File: config.mk
export PLATFORM = sky130hd
export DESIGN_NAME = control_ventana_eventos
export DESIGN_NICKNAME = d
export VERILOG_FILES = /design/src/rtl/control_ventana_eventos_pkg.sv /design/src/rtl/control_ventana_eventos_temporizador_ventana.sv /design/src/rtl/control_ventana_eventos.sv
export SDC_FILE = /design/constraint.sdc
export NUM_CORES = 1
export LEC_CHECK = 0
export BUFFER_PORTS_ARGS = -buffer_cell sky130_fd_sc_hd__clkbuf_2
export CORE_UTILIZATION = 36
export DETAILED_ROUTE_END_ITERATION = 16
export PLACE_DENSITY_LB_ADDON = 0.05
export SYNTH_ARGS = -nofsm -noshare
export SYNTH_HDL_FRONTEND = slang
export SYNTH_HIERARCHICAL = 1
export SYNTH_SLANG_ARGS = --single-unit
File: constraint.sdc
create_clock -name clk -period 1.4 [get_ports clk]
set_input_delay 0.07 -clock clk [delete_from_list [all_inputs] [get_ports clk]]
set_output_delay 0.07 -clock clk [all_outputs]
set_load 0.01 [all_outputs]
File: src/rtl/control_ventana_eventos_pkg.sv
// Shared constants for the event-window controller: state encoding, defaults
// and the timer width helper. The RTL and the bench both import this package.
package control_ventana_eventos_pkg;

    localparam logic [1:0] ST_IDLE    = 2'd0;
    localparam logic [1:0] ST_CLEAR   = 2'd1;
    localparam logic [1:0] ST_COUNT   = 2'd2;
    localparam logic [1:0] ST_CAPTURE = 2'd3;

    localparam int N_DEFAULT   = 3;
    localparam int WIN_DEFAULT = 100;

    // Timer must hold WIN-1; never narrower than one bit.
    function automatic int timer_width(input int win);
        return (win > 1) ? $clog2(win) : 1;
    endfunction

endpackage

File: src/rtl/control_ventana_eventos_temporizador_ventana.sv
// Window down-counter: loads WIN-1, decrements while enabled, flags zero.
module temporizador_ventana
    import control_ventana_eventos_pkg::*;
#(
    parameter int WIN = WIN_DEFAULT
) (
    input  logic clk,
    input  logic rst,
    input  logic load,
    input  logic dec,
    output logic zero
);

    localparam int TW = timer_width(WIN);
    localparam logic [TW-1:0] LOAD_VAL = TW'(WIN - 1);

    logic [TW-1:0] timer_q, timer_d;

    // Saturates at zero so a stray decrement never wraps the window.
    always_comb begin
        timer_d = timer_q;
        if (load) begin
            timer_d = LOAD_VAL;
        end else if (dec && (timer_q != '0)) begin
            timer_d = timer_q - TW'(1);
        end
    end

    always_ff @(posedge clk) begin
        if (rst) begin
            timer_q <= '0;
        end else begin
            timer_q <= timer_d;
        end
    end

    assign zero = (timer_q == '0);

endmodule

File: src/rtl/control_ventana_eventos.sv
// Controller that opens a WIN-cycle counting window on the event counter and
// latches the count and overflow flag at its end, optionally back to back.
module control_ventana_eventos
    import control_ventana_eventos_pkg::*;
#(
    parameter int N   = N_DEFAULT,
    parameter int WIN = WIN_DEFAULT
) (
    input  logic         clk,
    input  logic         rst,
    input  logic         start,
    input  logic         abort,
    input  logic         cont,
    input  logic         tic,
    input  logic [N-1:0] data_in,
    input  logic         ov_in,
    output logic         cnt,
    output logic         cnt_rst,
    output logic         ff_rst,
    output logic         busy,
    output logic         done,
    output logic [N-1:0] result,
    output logic         ov_result
);

    logic [1:0]   state_q, state_d;
    logic         done_q, done_d;
    logic [N-1:0] result_q, result_d;
    logic         ov_q, ov_d;
    logic         tmr_zero;

    temporizador_ventana #(
        .WIN (WIN)
    ) u_temporizador (
        .clk  (clk),
        .rst  (rst),
        .load (state_q == ST_CLEAR),
        .dec  (state_q == ST_COUNT),
        .zero (tmr_zero)
    );

    // Abort outranks every other transition; a capture is skipped when aborted.
    always_comb begin
        state_d  = state_q;
        done_d   = 1'b0;
        result_d = result_q;
        ov_d     = ov_q;
        case (state_q)
            ST_IDLE: begin
                if (start && !abort) begin
                    state_d = ST_CLEAR;
                end
            end
            ST_CLEAR: begin
                state_d = abort ? ST_IDLE : ST_COUNT;
            end
            ST_COUNT: begin
                if (abort) begin
                    state_d = ST_IDLE;
                end else if (tmr_zero) begin
                    state_d = ST_CAPTURE;
                end
            end
            ST_CAPTURE: begin
                if (abort) begin
                    state_d = ST_IDLE;
                end else begin
                    result_d = data_in;
                    ov_d     = ov_in;
                    done_d   = 1'b1;
                    state_d  = cont ? ST_CLEAR : ST_IDLE;
                end
            end
            default: begin
                state_d = ST_IDLE;
            end
        endcase
    end

    always_ff @(posedge clk) begin
        if (rst) begin
            state_q  <= ST_IDLE;
            done_q   <= 1'b0;
            result_q <= '0;
            ov_q     <= 1'b0;
        end else begin
            state_q  <= state_d;
            done_q   <= done_d;
            result_q <= result_d;
            ov_q     <= ov_d;
        end
    end

    assign cnt       = (state_q == ST_COUNT) && tic;
    assign cnt_rst   = (state_q == ST_CLEAR);
    assign ff_rst    = (state_q == ST_CLEAR);
    assign busy      = (state_q != ST_IDLE);
    assign done      = done_q;
    assign result    = result_q;
    assign ov_result = ov_q;

endmodule

* After elaboration in Yosys (flattened, before gate mapping)
Cells that the tools add are included.
Operators by class: $add $sub $neg 1, multipliers 0, div/mod/pow operators 0, magnitude comparators 0, eq/ne operators 5, shift operators 0, mux-type cells 10, bitwise operators 2, reductions and logical operators 13
Operators by type and width (count):
- 7-bit 2-to-1 mux | 2
- 2-bit 2-to-1 mux | 4
- 2-bit case mux with 4 select lines | 1
- 7-bit zero test | 1
- 7-bit nonzero test | 1
- 7-bit by 1-bit subtractor with 7-bit output (second input constant) | 1
- 2-bit == test (second input constant) | 2
- 2-bit AND reduction | 2
- 2-bit nonzero test | 2
- 2-bit OR reduction | 2
- 1-bit logical AND | 3
- 1-bit 2-to-1 mux | 3
- 3-bit inequality test (second input constant) | 1
- 2-bit by 1-bit == test with 1-bit output (second input constant) | 1
- 2-bit zero test | 1
- 2-bit inequality test (second input constant) | 1
- 1-bit inverter | 2
- 1-bit zero test | 1
Word-level totals: register bits after elaboration 14, bits in latches 0, bits in writable memories 0, ROM bits 0, output and inout bits 9, word-level logic and storage cells 37, memories kept 0

* Depth between registers and ports, before layout
Gate-level depths: netlist (run 1).
depth after elaboration 4, depth in mapped cells 6

* Modules after synthesis
Netlist (run 1), hierarchy kept.
Modules (own cells, without submodules):
- temporizador_ventana | instances 1, cells each 38, area each 344.1 um^2, sequential area each 140.1 um^2
- control_ventana_eventos | instances 1, cells each 34, area each 335.3 um^2, sequential area each 140.1 um^2

* Least setup slack after synthesis (run 1)
Ideal clock, no wire load.
path type reg2reg, start point register u_temporizador.timer_q[0], end point register state_q[0], library setup time 0.103 ns, data arrival time 1.455 ns, slack -0.158 ns, cell stages (with the launch flop) 7, cells stage by stage dfxtp_1 -> inv_1 -> ha_1 -> or3b_1 -> nor2_1 -> mux2i_1 -> a2111oi_2
Between the ends: cells in the longest elaborated chain, start to end 3
RTL lines:
- start: declaration | line control_ventana_eventos_temporizador_ventana.sv:17 | logic [TW-1:0] timer_q, timer_d;
- start signal: assignment | line control_ventana_eventos_temporizador_ventana.sv:33 | timer_q <= timer_d;
- 7-bit zero test | line control_ventana_eventos_temporizador_ventana.sv:37 | assign zero = (timer_q == '0);
- net tmr_zero | line control_ventana_eventos.sv:30 | logic tmr_zero;
- 3-bit inequality test (no line)
- 2-bit AND reduction (no line)
- end signal: assignment | line control_ventana_eventos.sv:87 | state_q <= state_d;
- end: declaration | line control_ventana_eventos.sv:26 | logic [1:0] state_q, state_d;
The timed path passes the listed nets, and every way through them passes these cells. A chain may end at the register's enable or synchronous reset.

* Worst setup path in the final report (run 1)
start point register u_temporizador.timer_q[1], end point register u_temporizador.timer_q[5]
Between the ends: cells in the longest elaborated chain, start to end 3
RTL lines:
- 7-bit by 1-bit subtractor with 7-bit output / 7-bit nonzero test (equally long branches) | line control_ventana_eventos_temporizador_ventana.sv:25, control_ventana_eventos_temporizador_ventana.sv:24
- 7-bit 2-to-1 mux / 1-bit logical AND (equally long branches) | line control_ventana_eventos_temporizador_ventana.sv:24 | end else if (dec && (timer_q != '0)) begin
- 7-bit 2-to-1 mux / 2-bit nonzero test (equally long branches)
Parallel ways exist; a longest one is shown, timed or not. The select of a mux whose other input is x is not followed.

==> results of run 1 <==
[routing by layer]
| layer | up-vias | part of all wire, % | global-route usage (%) |
|---|---|---|---|
| met5 | - | 0 | 0 |
| met4 | 0 | 0.84 | 5.45 |
| met3 | 2 | 4.8 | 7.14 |
| met2 | 15 | 47 | 26.9 |
| met1 | 269 | 47 | 20.1 |
| li1 | 311 | - | - |
[worst max-delay path, delay by kind of cell (launching register included)]
| family | cells | cell delay (ps) |
|---|---|---|
| AO/OA/AOI/OAI | 3 | 520 |
| adder cells (fa/ha/maj) | 1 | 120 |
| buffers and inverters | 1 | 60 |
| flip-flops | 1 | 330 |
| AND/OR/NAND/NOR | 1 | 400 |
[layout make-up]
class	count	share of cell area [%]
Sequential cell	14	29.9
Timing Repair Buffer	29	18.3
Inverter	4	1.57
Multi-Input combinational cell	51	43.1
Clock buffer	4	3.80
Tap cell	25	3.28
[layout by cell type (no fill, tap or decap), types with 2 or more instances in the layout]
| master | count |
|---|---|
| nor3_1 | 2 |
| inv_1 | 2 |
| nor2_1 | 2 |
| xor2_1 | 2 |
| dfxtp_2 | 4 |
| a21oi_1 | 2 |
| clkbuf_4 | 3 |
| mux2i_1 | 5 |
| clkbuf_2 | 18 |
| dfxtp_1 | 10 |
| nor2_2 | 2 |
| nand2b_1 | 8 |
| buf_4 | 10 |
| or3_1 | 2 |
| inv_2 | 2 |
[through the flow]
stage                     hold slack (ps)  power [µW]  util, %  setup TNS (ps)  cell area [µm²]
final                                13.9         878     54.7            -631              955
after detailed placement              287         579     50.6            -483              883
after global placement                288         577     50.6            -415              883
after global routing              -0.0454         928     54.7           -1130              955
after floorplan                       132         522        -            -253              711
after CTS                            5.18         886     53.7            -683              937
[power by group through the flow]
stage          Sequential [µW]  Combinational, µW  Clock (µW)
2_1_floorplan              431               90.7           0
3_3_place_gp               429                149           0
3_5_place_dp               429                149           0
4_1_cts                    420                156         310
5_1_grt                    423                177         328
6_report                   421                160         298
[registers in the layout, summed over array words and instances, names as in the netlist]
register and flops:
u_temporizador/timer_q 7, done 1, ov_result 1, state_q 2, result 3
[kinds of logic (layout without fill, tap and decap cells)]
family | after synthesis | in the layout | synth area share [%]
buffers and inverters | 7 | 37 | 4.60
adder cells (fa/ha/maj) | 1 | 1 | 1.84
flip-flops | 14 | 14 | 41.3
XOR/XNOR | 3 | 3 | 3.87
AO/OA/AOI/OAI | 13 | 13 | 14.9
AND/OR/NAND/NOR | 29 | 29 | 26.2
multiplexers | 5 | 5 | 7.37
[how the worst max path moves through the flow]
stage                                             endpoint  slack [ps]  cells after the start
finish              u_temporizador/timer_q[5]$_SDFFE_PP0P_        -150                      6
global route        u_temporizador/timer_q[5]$_SDFFE_PP0P_        -210                      6
CTS                 u_temporizador/timer_q[5]$_SDFFE_PP0P_        -140                      6
detailed placement  u_temporizador/timer_q[5]$_SDFFE_PP0P_        -130                      6
global placement    u_temporizador/timer_q[1]$_SDFFE_PP0P_        -100                      5
floorplan           u_temporizador/timer_q[5]$_SDFFE_PP0P_         -90                      6
[repair_timing]
action,CTS,global route
hold buffers,1,0
endpoints found under the hold margin,1,0
resized for setup,2,4
endpoints found under the setup margin,9,11
cloned,0,0
setup buffers,0,1
pin swaps,2,1
==> results.json, run 1 <==
{
  "max_freq_mhz": 647,
  "slew_headroom_pct": 76.2,
  "synth-edff-count": 0,
  "die_w_um": 45.4,
  "p_clk_share_pct": 33.9,
  "area_growth_pct": 40.5,
  "worstPathMaxFanout": 5,
  "worst_path_max_delay_cell": "or3b_4",
  "grt_pass1_wl_um": 2420,
  "swShare_pct": 25.5,
  "rr_startpoint": "u_temporizador/timer_q[1]$_SDFFE_PP0P_",
  "status": "finished, violations left",
  "gr-total-overflow": 0,
  "clk_pin_slew_worst_paths_ps": 90,
  "holdPathStages": 3,
  "syn_area_um2": 679,
  "combPwrFrac_pct": 18.2,
  "fin_crit_ps": 1550,
  "cp-end-kind": "flop",
  "drcViolationCount": 0,
  "final_net_count": 114,
  "design.portCount": 19,
  "grtUsageTotal_pct": 16.8,
  "fillers": 174,
  "cts-buffers-inserted": 3,
  "setup_violations": 7,
  "power_density_nw_per_um2": 920,
  "cts_tree": "built",
  "drive_gt1_share_pct": 49.0,
  "wire_per_inst_um": 11.3,
  "min_to": "result[2]$_SDFFE_PP0P_",
  "cts.sinks": 14,
  "slew_violations": 0,
  "drt-initial-drc-count": 9,
  "die_area_um2": 2060,
  "drv_cap": 0,
  "ys_top_cells_by_area": "dfxtp_1 41%, mux2i_1 7.4%, nand2b_1 7.4%",
  "ys_types": 34,
  "worstMarginPinSlew_ps": 357,
  "htreeDepth": 1,
  "antenna_found_initial": 0,
  "fin_worst_skew_ps": 5.08,
  "layout_setup_ws_ps": -146,
  "period_share_pct": 110,
  "drtPass1Iterations": 4,
  "drtAntennaViolNets": 0,
  "synth_commonest_cells": "14 x dfxtp_1, 8 x nand2b_1, 5 x mux2i_1",
  "dp.cells": 121,
  "core_area_um2": 1750,
  "cts-root-buf": "clkbuf_4",
  "min_path_type": "in2reg",
  "rsz0062_at_grt": "yes",
  "stdcell_count": 127,
  "yosys.area.top_type": "dfxtp_1",
  "gp_congestion": 0.789,
  "syn_inst": 72,
  "fp.dieH_um": 45.4,
  "peakVddDrop_uv": 667,
  "row_count": 15,
  "async_flop_share_pct": 0,
  "cp-start-kind": "flop",
  "wl_um": 1430,
  "min_from": "data_in[2]",
  "violations": "setup timing",
  "p_switching_uw": 224,
  "io_buffers": 18,
  "seq_area_um2": 285,
  "synth.avg_cell_area_um2": 9.44,
  "grt_max_degree": 19,
  "dp_hpwl_um": 1030,
  "p_leak_uw": 0.000399,
  "clock_path_buffers": 2,
  "crit_arrival_ps": 1710,
  "yosys_warnings": 6,
  "r2r_cells": 6,
  "grt_pass1_vias": 563,
  "multiInputGateArea_um2": 412,
  "criticalPathCategory": "reg2reg",
  "r2r-end": "u_temporizador/timer_q[5]$_SDFFE_PP0P_",
  "ys_seq_area_share_pct": 41.3,
  "cp_slowest_stage_delay_ps": 400,
  "dp_slack_ps": -128,
  "cp-startpoint": "u_temporizador/timer_q[1]$_SDFFE_PP0P_",
  "synth.most_common_cell": "dfxtp_1",
  "start_util_pct": 38.9,
  "sequentialPowerShare_pct": 47.9,
  "route.vias.total": 597,
  "netlist.area_leader.share_pct": 41.3,
  "insertion_delay_ps": 290,
  "viasPerCell": 4.70,
  "cp.required_ps": 1560,
  "r2r_setup_slack_ps": -150,
  "antenna_cells": 0,
  "ys.flop_type": "dfxtp_1",
  "internal_power_uw": 654,
  "hold_viol_final": 0,
  "crit_chain": "inv_2, ha_4, or3b_4, o21a_4, a211oi_2, a311oi_1",
  "syn-num-nets": 83,
  "yosys_register_bits": 14
}
No activity file was read; power rests on OpenSTA's default activity.
==> inputs of run 2 (changes only) <==
CELL_PAD_IN_SITES_DETAIL_PLACEMENT = 0   (was unset)
CELL_PAD_IN_SITES_GLOBAL_PLACEMENT = 1   (was unset)
CORE_UTILIZATION = 33   (was 36)
GPL_TIMING_DRIVEN = 0   (was unset)
SYNTH_HIERARCHICAL = unset   (was 1)
==> results.json, run 2 <==
{
  "cp-start-kind": "flop",
  "syn-num-nets": 99,
  "final_cell_mix": "19 x clkbuf_2, 11 x dfxtp_1, 9 x nor2_1, 9 x buf_4",
  "die_area_um2": 2470,
  "grtUsageTotal_pct": 17.1,
  "clock_path_buffers": 2,
  "syn_area_um2": 752,
  "fin_crit_ps": 1660,
  "start_util_pct": 36.8,
  "gr-total-overflow": 0,
  "worstMarginPinSlew_ps": 509,
  "crit_arrival_ps": 1860,
  "htreeDepth": 1,
  "wire_per_inst_um": 13.5,
  "min_from": "data_in[2]",
  "core_area_um2": 2040,
  "holdPathStages": 3,
  "cp-end-kind": "flop",
  "rr_startpoint": "u_temporizador.timer_q[1]$_SDFFE_PP0P_",
  "cp.required_ps": 1600,
  "clk_pin_slew_worst_paths_ps": 90,
  "grt_pass1_vias": 669,
  "cp-startpoint": "u_temporizador.timer_q[1]$_SDFFE_PP0P_",
  "wl_um": 1950,
  "io_buffers": 18,
  "grt_pass1_wl_um": 3170,
  "layout_setup_ws_ps": -261,
  "status": "finished, violations left",
  "ys.flop_type": "dfxtp_1",
  "dp_slack_ps": -283,
  "die_w_um": 49.7,
  "fin_util_pct": 54.7,
  "min_path_type": "in2reg",
  "whs_ps": 15.0,
  "max_freq_mhz": 602,
  "criticalPathCategory": "reg2reg",
  "slew_headroom_pct": 65.8,
  "violations": "setup timing",
  "top_register": "u_temporizador.timer_q",
  "drtAntennaViolNets": 0,
  "grt_max_degree": 11,
  "drtPass1Iterations": 4,
  "row_count": 16,
  "synth_commonest_cells": "14 x dfxtp_1, 10 x nor2_1, 5 x clkbuf_1, 5 x inv_1, 4 x mux2i_1",
  "synth.avg_cell_area_um2": 8.55,
  "r2r-end": "u_temporizador.timer_q[1]$_SDFFE_PP0P_",
  "p_leak_uw": 0.000495,
  "area_growth_pct": 48.6,
  "async_flop_share_pct": 0,
  "yosys_warnings": 0,
  "synth-edff-count": 0,
  "drt-initial-drc-count": 18,
  "final_net_count": 130,
  "gp_congestion": 0.810,
  "cts-buffers-inserted": 3,
  "yosys.area.top_type": "dfxtp_1",
  "netlist.area_leader.share_pct": 37.3,
  "cts_tree": "built",
  "drv_cap": 0,
  "place_area_um2": 891,
  "setup_violations": 7,
  "ys_types": 40,
  "viasPerCell": 5.22,
  "drive_gt1_share_pct": 51.7,
  "antenna_cells": 0,
  "design.portCount": 19,
  "cts.sinks": 14,
  "design_area_um2": 1120,
  "rsz0062_at_grt": "yes",
  "peakVddDrop_uv": 561,
  "yosys_register_bits": 14,
  "hold_viol_final": 0,
  "ys_top_cells_by_area": "dfxtp_1 37%, mux2i_1 5.3%, nor2_1 5.0%",
  "fin_worst_skew_ps": 1.12,
  "cts_hold_buf": 0,
  "period_share_pct": 119,
  "final_common_cell": "clkbuf_2",
  "ys_seq_area_share_pct": 37.3,
  "synth.most_common_cell": "dfxtp_1",
  "antenna_found_initial": 0,
  "drcViolationCount": 0,
  "r2r_cells": 6,
  "power.total_uw": 955,
  "largest_reg_flops": 7,
  "insertion_delay_ps": 280,
  "route.vias.total": 757,
  "min_to": "result[2]$_SDFFE_PP0P_",
  "fp.dieH_um": 49.7,
  "dp_hpwl_um": 1230,
  "slew_violations": 0,
  "r2r_setup_slack_ps": -260,
  "worstPathMaxFanout": 7,
  "cts-root-buf": "clkbuf_4",
  "syn_inst": 88,
  "power_density_nw_per_um2": 855
}
## run 2: cell types whose count changed in the layout (fill, tap and decap cells not counted), moves of 2 or more
| cell | delta |
|---|---|
| nand2b_1 | -7 |
| nor3b_1 | +3 |
| nand3b_1 | +3 |
| xor2_1 | -2 |
| a31oi_1 | +2 |
| buf_8 | +3 |
| nor2_1 | +7 |
| dfxtp_2 | -3 |
| dfxtp_4 | +2 |
| nor2b_4 | +2 |
## run 2: kinds of logic after synthesis
group	after synthesis	synth area share [%]
AOI/OAI and AO/OA	21	20.8
adders and majority gates	1	1.66
buffers and inverters	13	7.15
DFF	14	37.3
muxes	4	5.32
and+or+nand+nor	35	27.8
## run 2: worst max-delay path by stage
stage	to	slack, ps
after floorplan	u_temporizador.timer_q[0]$_SDFFE_PP0P_	-170
after global placement	state_q[0]$_SDFFE_PP0P_	-290
after detailed placement	u_temporizador.timer_q[0]$_SDFFE_PP0P_	-280
after CTS	u_temporizador.timer_q[1]$_SDFFE_PP0P_	-260
after global routing	u_temporizador.timer_q[1]$_SDFFE_PP0P_	-310
final	u_temporizador.timer_q[1]$_SDFFE_PP0P_	-260
## run 2: power breakdown
part / switching, µW / internal (µW)
combinational: 110 / 120
clock: 144 / 158
sequential: 12.6 / 410
total: 267 / 688
## run 2: repair_timing
| action | in CTS | in global routing |
|---|---|---|
| pin swaps | 4 | 0 |
| gates resized for setup | 18 | 21 |
| endpoints found under the hold margin | 0 | 0 |
| setup endpoints to repair | 16 | 11 |
| buffers inserted | 5 | 3 |
## run 2: metrics by stage
step	cells	setup TNS (ps)
6_report	145	-1320
5_1_grt	145	-1730
4_1_cts	142	-1440
3_5_place_dp	133	-2100
3_3_place_gp	133	-2240
2_1_floorplan	88	-710
## run 2: routing by layer
metal | part of all wire, % | global-route usage (%) | up-vias
met5 | 0 | 0 | -
met4 | 0.56 | 4.29 | 0
met3 | 4.7 | 5.56 | 2
met2 | 48 | 26.6 | 16
met1 | 46 | 22.5 | 358
li1 | - | - | 381
## run 2: area by class of cell
type | instances | area, µm²
plain buffers | 8 | 72.6
clock buffers | 4 | 36.3
fillers | 206 | 925
inverters | 5 | 21.3
multi-input cells | 61 | 514
flip-flops and latches | 14 | 289
well taps | 27 | 33.8
repair buffers | 26 | 150
## run 2: worst max-delay path, stage by stage (launching register included)
cell,delay [ps]
dfxtp_4,360
inv_4,50
ha_4,120
or4b_4,460
buf_8,150
or2_4,230
a311oi_1,190
